**src/rtl/key_press_conditioner.sv**
```systemverilog
// key_press_conditioner
// Front end for the board push-button. Brings the raw active-low KEY1 pin
// into the FPGA_CLK domain, debounces it, and classifies each accepted press
// as short or long. Downstream logic gets a clean debounced level plus
// one-cycle event pulses. Every output comes straight from a flop.
module key_press_conditioner #(
  parameter int SYNC_STAGES     = 2,
  parameter int DEBOUNCE_CYCLES = 1000000,
  parameter int LONG_CYCLES     = 100000000
) (
  input  logic FPGA_CLK,
  input  logic RST_N,
  input  logic KEY1,
  output logic key_level,
  output logic press_pulse,
  output logic release_pulse,
  output logic short_press,
  output logic long_press
);

  localparam int DEB_W  = $clog2(DEBOUNCE_CYCLES);
  localparam int HOLD_W = $clog2(LONG_CYCLES);

  // Debounce counting restarts at 1 because the edge that leaves the stable
  // state already counts as the first differing sample.
  localparam logic [DEB_W-1:0]  DEB_FIRST = DEB_W'(1);
  localparam logic [DEB_W-1:0]  DEB_LAST  = DEB_W'(DEBOUNCE_CYCLES - 1);
  localparam logic [HOLD_W-1:0] HOLD_LAST = HOLD_W'(LONG_CYCLES - 1);

  typedef enum logic [2:0] {
    IDLE        = 3'd0,
    DEB_PRESS   = 3'd1,
    PRESSED     = 3'd2,
    LONG_HELD   = 3'd3,
    DEB_RELEASE = 3'd4
  } state_t;

  // Synchroniser chain. Resets to all ones so a reset looks like "released".
  logic [SYNC_STAGES-1:0] sync_q;
  logic                   key_s;

  state_t                 state_q,       state_d;
  logic [DEB_W-1:0]       deb_cnt_q,     deb_cnt_d;
  logic [HOLD_W-1:0]      hold_cnt_q,    hold_cnt_d;
  logic                   long_seen_q,   long_seen_d;

  logic                   key_level_q,   key_level_d;
  logic                   press_q,       press_d;
  logic                   release_q,     release_d;
  logic                   short_q,       short_d;
  logic                   long_q,        long_d;

  // Shift the raw pin through the synchroniser flops.
  always_ff @(posedge FPGA_CLK or negedge RST_N) begin
    if (!RST_N) begin
      sync_q <= '1;
    end else begin
      sync_q <= {sync_q[SYNC_STAGES-2:0], KEY1};
    end
  end

  assign key_s = sync_q[SYNC_STAGES-1];

  // Register FSM state, counters and the registered outputs.
  always_ff @(posedge FPGA_CLK or negedge RST_N) begin
    if (!RST_N) begin
      state_q     <= IDLE;
      deb_cnt_q   <= '0;
      hold_cnt_q  <= '0;
      long_seen_q <= 1'b0;
      key_level_q <= 1'b0;
      press_q     <= 1'b0;
      release_q   <= 1'b0;
      short_q     <= 1'b0;
      long_q      <= 1'b0;
    end else begin
      state_q     <= state_d;
      deb_cnt_q   <= deb_cnt_d;
      hold_cnt_q  <= hold_cnt_d;
      long_seen_q <= long_seen_d;
      key_level_q <= key_level_d;
      press_q     <= press_d;
      release_q   <= release_d;
      short_q     <= short_d;
      long_q      <= long_d;
    end
  end

  // Next-state, counter and pulse decode. Pulses default low so each one
  // lasts a single cycle; the debounced level holds unless an edge is accepted.
  always_comb begin
    state_d     = state_q;
    deb_cnt_d   = deb_cnt_q;
    hold_cnt_d  = hold_cnt_q;
    long_seen_d = long_seen_q;
    key_level_d = key_level_q;
    press_d     = 1'b0;
    release_d   = 1'b0;
    short_d     = 1'b0;
    long_d      = 1'b0;

    case (state_q)
      IDLE: begin
        if (!key_s) begin
          state_d   = DEB_PRESS;
          deb_cnt_d = DEB_FIRST;
        end
      end

      DEB_PRESS: begin
        if (key_s) begin
          // Bounce: drop back silently.
          state_d = IDLE;
        end else if (deb_cnt_q == DEB_LAST) begin
          state_d     = PRESSED;
          hold_cnt_d  = '0;
          long_seen_d = 1'b0;
          key_level_d = 1'b1;
          press_d     = 1'b1;
        end else begin
          deb_cnt_d = deb_cnt_q + 1'b1;
        end
      end

      PRESSED: begin
        // A possible release wins over the long threshold on the same edge;
        // the hold count stays frozen while the release is being debounced.
        if (key_s) begin
          state_d   = DEB_RELEASE;
          deb_cnt_d = DEB_FIRST;
        end else if (hold_cnt_q == HOLD_LAST) begin
          state_d     = LONG_HELD;
          long_d      = 1'b1;
          long_seen_d = 1'b1;
        end else begin
          hold_cnt_d = hold_cnt_q + 1'b1;
        end
      end

      LONG_HELD: begin
        if (key_s) begin
          state_d   = DEB_RELEASE;
          deb_cnt_d = DEB_FIRST;
        end
      end

      DEB_RELEASE: begin
        if (!key_s) begin
          // Release glitch: resume where we were without advancing the hold count.
          state_d = long_seen_q ? LONG_HELD : PRESSED;
        end else if (deb_cnt_q == DEB_LAST) begin
          state_d     = IDLE;
          key_level_d = 1'b0;
          release_d   = 1'b1;
          short_d     = !long_seen_q;
        end else begin
          deb_cnt_d = deb_cnt_q + 1'b1;
        end
      end

      default: begin
        state_d = IDLE;
      end
    endcase
  end

  assign key_level     = key_level_q;
  assign press_pulse   = press_q;
  assign release_pulse = release_q;
  assign short_press   = short_q;
  assign long_press    = long_q;

endmodule
```
**config.mk**
```make
export PLATFORM = sky130hd
export DESIGN_NAME = key_press_conditioner
export DESIGN_NICKNAME = d
export VERILOG_FILES = /design/src/rtl/key_press_conditioner.sv
export SDC_FILE = /design/constraint.sdc
export NUM_CORES = 1
export LEC_CHECK = 0
export CAP_MARGIN = 20
export CORE_ASPECT_RATIO = 0.7
export CORE_MARGIN = 2
export CORE_UTILIZATION = 52
export DETAILED_ROUTE_END_ITERATION = 16
export MAX_ROUTING_LAYER = met4
export PLACE_DENSITY = 0.66
export SLEW_MARGIN = 20
export SYNTH_ARGS = -nofsm -noshare
export SYNTH_HDL_FRONTEND = slang
export SYNTH_SLANG_ARGS = --single-unit
export TNS_END_PERCENT = 1
```
**constraint.sdc**
```tcl
create_clock -name FPGA_CLK -period 7.4 [get_ports FPGA_CLK]
set_clock_uncertainty 0.2 [all_clocks]
set_input_delay 1.11 -clock FPGA_CLK [delete_from_list [all_inputs] [get_ports FPGA_CLK]]
set_output_delay 1.11 -clock FPGA_CLK [all_outputs]
set_load 0.005 [all_outputs]
```
==> Yosys cells after proc, flatten, opt, wreduce, memory -nomap -nowiden <==
Index checks and enable logic that the tools add are counted.
{ "word_totals": {"mem_bits_ro": 0, "ff_bits": 58, "output_inout_bits": 5, "latchBits": 0, "mem_bits_rw": 0, "n_memories": 0} }
{ "op_classes": {"magnitude_cmp": 0, "shifts": 0, "bitwise": 0, "addsub": 2, "n_eq_ne": 19, "n_div": 0, "n_reduce_logical": 11, "mux": 41, "n_mul": 0} }
{ "op_table": {"columns": ["cell", "count"], "rows": [
  ["two-way mux 27 bit", 4],
  ["two-way mux 20 bit", 5],
  ["case mux 20 bit (4 select lines)", 1],
  ["case mux 27 bit (2 select lines)", 1],
  ["adder 27 x 1 -> 27 bit (second input constant)", 1],
  ["== test 27 bit (second input constant)", 1],
  ["AND reduction 5 bit", 5],
  ["two-way mux 3 bit", 8],
  ["adder 20 x 1 -> 20 bit (second input constant)", 1],
  ["== test 20 bit (second input constant)", 1],
  ["two-way mux 1 bit", 19],
  ["!= test 2 bit (second input constant)", 9],
  ["case mux 3 bit (5 select lines)", 1],
  ["!= test 3 bit (second input constant)", 3],
  ["== test 3 x 2 -> 1 bit (second input constant)", 2],
  ["case mux 1 bit (2 select lines)", 2],
  ["nonzero test 2 bit", 2],
  ["nonzero test 4 bit", 1],
  ["== test 3 x 1 -> 1 bit (second input constant)", 1],
  ["== test 3 bit (second input constant)", 1],
  ["logical NOT 3 bit", 1],
  ["!= test 2 x 1 -> 1 bit (second input constant)", 1],
  ["OR reduction 2 bit", 1],
  ["logical NOT 1 bit", 1]
]} }

==> Depth between registers and ports, before layout <==
{ "depth": {"depth_word": 4, "ltp_mapped": 9} }

==> Least setup slack after synthesis <==
Ideal clock, no wire load.
{ "synth_timing": {"path_kind": "register -> register", "start": "register deb_cnt_q[13]", "end": "register hold_cnt_q[22]", "setup_ns": 0.133, "slack_ns": 4.744, "path_stages_with_launch": 9, "t_arrival_ns": 2.323, "t_required_ns": 7.067, "path_cell_list": "dfrtp_1 or4b_1 or4_1 buf_2 or4_1 buf_4 nand2_4 buf_6 a31oi_1"} }
{ "synth_between": {"elab_chain_len": 3} }
{ "synth_rtl": {"columns": ["item", "line_no", "rtl"], "rows": [
  ["from (decl)", "43", "logic [DEB_W-1:0] deb_cnt_q, deb_cnt_d;"],
  ["from (signal assigned)", "78", "deb_cnt_q <= deb_cnt_d;"],
  ["== test 20 bit", "114", "end else if (deb_cnt_q == DEB_LAST) begin"],
  ["!= test 2 bit (no line)", null, null],
  ["AND reduction 5 bit (no line)", null, null],
  ["to (signal assigned)", "79", "hold_cnt_q <= hold_cnt_d;"],
  ["to (decl)", "44", "logic [HOLD_W-1:0] hold_cnt_q, hold_cnt_d;"]
]} }
No other way between the ends.
A chain may end at the register's enable or synchronous reset.

==> Worst setup path after layout <==
{ "layout_timing": {"start": "register state_q[1]", "end": "register hold_cnt_q[14]"} }
{ "layout_between": {"elab_chain_len": 3} }
{ "layout_rtl": {"columns": ["item", "line_no", "rtl"], "rows": [
  ["from (decl)", "42", "state_t state_q, state_d;"],
  ["from (signal assigned)", "77", "state_q <= state_d;"],
  ["== test 3 x 2 -> 1 bit or == test 3 x 1 -> 1 bit (tied branches)", "102", "case (state_q)"],
  ["!= test 2 bit (no line) or nonzero test 2 bit (tied branches)", null, null],
  ["AND reduction 5 bit (no line)", null, null]
]} }
Parallel ways exist; a longest one is shown, timed or not.

==> flow_summary.toml <==
[run_status]
outcome = "finished clean"

[power]
peakVddDrop_v = 0.000116
p_leak_nw = 1.41
power_density_nw_per_um2 = 187
fin_total_pwr_w = 0.000655

[worst_setup_path]
cp-end-kind = "flop"
max_stage_delay_ns = 0.62
critical_path_arrival_ns = 3.01
ff2ff_path_depth = 5
crit_path_frequent_cell = "nor2_1"
path_class = "reg -> reg"
crit_end = "hold_cnt_q[14]$_DFFE_PN0P_"
path_cells = "or3b_2 > nor2_1 > o21a_1 > nor2_1 > a211o_1"
path_max_fanout = 16
startpoint_type = "flop"
r2r-start = "state_q[1]$_DFFE_PN0P_"
critPathLaunch = "state_q[1]$_DFFE_PN0P_"
r2r-end = "hold_cnt_q[14]$_DFFE_PN0P_"
critical_path_buf_inv_count = 0
cp_num_cells = 5
cp.required_ns = 7.42
critPathSlowestCell = "dfrtp_1"
reg2reg_slack_ns = 4.41
cpLargestDelayFamily = "simple AND/OR/NAND/NOR gates"

[yosys]
synth_seq_area_share_pct = 45.2
yosysTopAreaCellShare_pct = 43.5
synth_seq_cells = 58
synthTopCellsByArea = "dfrtp_1, o21ai_0, a21oi_1"
syn_inst = 362
synthArstFlopShare_pct = 100
synth.distinct_cells = 54
synthFlopType = "dfrtp_1"
syn-num-nets = 367
syn_area_um2 = 3220
synth_edf_count = 0
yosys_warnings = 0
synth_area_per_cell_um2 = 8.89
yosysTopAreaCell = "dfrtp_1"

[route]
wirelength_um = 7870
dr.first_iter.drc_count = 336
post_drt_wl_per_cell_um = 17.8
vias = 2872
antenna_left = 0
firstDrtPassIters = 5
drc = 0
via_per_inst = 6.51

[die]
start_util_pct = 55.1
die_h_um = 69.8
io_pins = 8
chipWidth_um = 98.0
core_area_um2 = 5840
num_rows = 23
die-area_um2 = 6850

[clock_tree]
clock_path_buffers = 2
cts.sinks = 58
post_cts_buffers = 0
cts_root_buffer = "clkbuf_8"
cts_resized = 0
clock_latency_ns = 0.35
cts_inserted_buffers = 9
path_clk_slew_ns = 0.07
cts_tree = "yes"
holdBufCountCts = 0
htreeDepth = 3

[place]
gp_congestion = 0.828
placed_cell_area_um2 = 3320
numPortBuffers = 7
dp_hpwl_um = 5280
place_inst = 425

[finish]
area_growth_pct = 8.82
multiInputGateArea_um2 = 1630
diodes = 0
final_cell_count_no_fill = 441
seq_area_um2 = 1450
drive_above_1_share_pct = 7.65
fin_area_um2 = 3500
nNetsFinal = 366
nFillCells = 500

[sta]
final.setup.tns_ns = 0
fin_crit_ns = 2.99
maxSlewViolCount = 0
slew_headroom_pct = 51.7
max_slew.worst_pin.slew_ns = 0.725
finalCritPeriodShare_pct = 40.4
rsz0062_at_grt = "no"
finalSetupViolCount = 0
fmax_mhz = 334
hold_viol = 0

[global_route]
grt_pass1_vias = 2649
grt_overflow = 0
antenna_found_initial = 0
grt_max_degree = 59
grt_pass1_wl_um = 13800
gr-usage-all-layers_pct = 26.2

[run]
maxCapViolations = 0

[hold_path]
worstHoldPathType = "reg -> reg"
hp-start = "sync_q[0]$_DFF_PN1_"
==> worst reg2reg max path: stages, from the launching register on <==
cell	delay, ns
dfrtp_1	0.62
or3b_2	0.60
nor2_1	0.23
o21a_1	0.57
nor2_1	0.29
a211o_1	0.35
==> Yosys cell counts, types with 2 or more instances <==
| library cell | instances |
|---|---|
| a211o_1 | 2 |
| a21o_1 | 4 |
| a21oi_1 | 22 |
| a22oi_1 | 3 |
| a31oi_1 | 17 |
| a41oi_1 | 3 |
| and3_1 | 9 |
| and4_1 | 9 |
| buf_2 | 3 |
| clkbuf_1 | 18 |
| dfrtp_1 | 56 |
| dfstp_2 | 2 |
| ha_1 | 2 |
| inv_1 | 9 |
| nand2_1 | 27 |
| nand2b_1 | 5 |
| nand3_1 | 20 |
| nand4_1 | 17 |
| nor2_1 | 24 |
| nor3_1 | 12 |
| nor4_1 | 5 |
| nor4b_1 | 4 |
| nor4bb_1 | 2 |
| o211ai_1 | 2 |
| o21a_1 | 4 |
| o21ai_0 | 29 |
| o21ai_1 | 2 |
| o22ai_1 | 3 |
| o41ai_1 | 2 |
| or3_1 | 10 |
| or3b_2 | 2 |
| or4_1 | 5 |
| xnor2_1 | 5 |
| xor2_1 | 3 |
==> how the worst min path moves through the flow <==
stage,endpoint,cells past startpoint
floorplan,sync_q[1]$_DFF_PN1_,0
global placement,sync_q[1]$_DFF_PN1_,0
detailed placement,sync_q[1]$_DFF_PN1_,0
CTS,sync_q[1]$_DFF_PN1_,0
global route,sync_q[1]$_DFF_PN1_,0
finish,sync_q[1]$_DFF_PN1_,0
==> per-layer routing <==
layer  GRT usage (%)  vias up  part of all wire (%)  routed length, um
met3            6.55        8                   7.8                611
met5               -        -                     0                  0
li1                -     1363                     -                  -
met1            42.3     1380                    53               4190
met4            6.64        0                  0.86                 68
met2            31.6      121                    38               3000
==> cell type report <==
class,count,share of cell area [%]
clock buffers,11,3.75
clock inverters,5,1.61
inverters,9,0.964
multi-input cells,271,46.6
flip-flops and latches,58,41.5
well taps,75,2.68
repair buffers,12,2.93
==> power breakdown <==
group,total [W],internal [W],switching (W),leakage (nW)
Sequential,0.000333,0.000324,0.00000965,0.797
Combinational,0.0000339,0.0000114,0.0000225,0.518
Clock,0.000288,0.000155,0.000133,0.0933
Total,0.000655,0.000490,0.000165,1.41
==> cells by family (layout without fill, tap and decap cells) <==
logic type | Yosys count | count (layout) | synth area share [%]
xor+xnor | 8 | 8 | 2.18
mux | 1 | 1 | 0.311
buf+inv | 33 | 37 | 4.31
fa+ha+maj | 2 | 2 | 0.777
simple gates | 159 | 159 | 28.1
compound gates | 101 | 101 | 19.2
flops | 58 | 58 | 45.2
==> registers in the layout (all words and copies together) (netlist names) <==
| register | cells |
|---|---|
| short_press | 1 |
| release_pulse | 1 |
| state_q | 3 |
| long_press | 1 |
| key_level | 1 |
| long_seen_q | 1 |
| sync_q | 2 |
| hold_cnt_q | 27 |
| deb_cnt_q | 20 |
| press_pulse | 1 |
==> layout by cell type, fill, tap and decap left out, types with 5 or more instances in the layout <==
cell type        synthesis  routed
clkdlybuf4s50_1          0       6
nor4_1                   5       5
a21oi_1                 22      22
buf_4                    1       5
xnor2_1                  5       5
inv_1                    9       9
a31oi_1                 17      17
nand2b_1                 5       5
nor3_1                  12      11
and4_1                   9       9
or3_1                   10      10
nand3_1                 20      20
nand2_1                 27      27
and3_1                   9       9
nor2_1                  24      24
or4_1                    5       5
clkbuf_8                 0       9
o21ai_0                 29      29
dfrtp_1                 56      56
nand4_1                 17      17
==> stage by stage <==
stage	hold WS, ns	worst slack [ns]	util, %
CTS	0.152	4.45	60.0
detailed placement	0.147	4.46	56.8
global placement	0.146	4.49	56.8
global route	0.157	4.21	60.0
finish	0.153	4.41	60.0
floorplan	0.145	4.74	-
(Power assumes the default switching activity.)
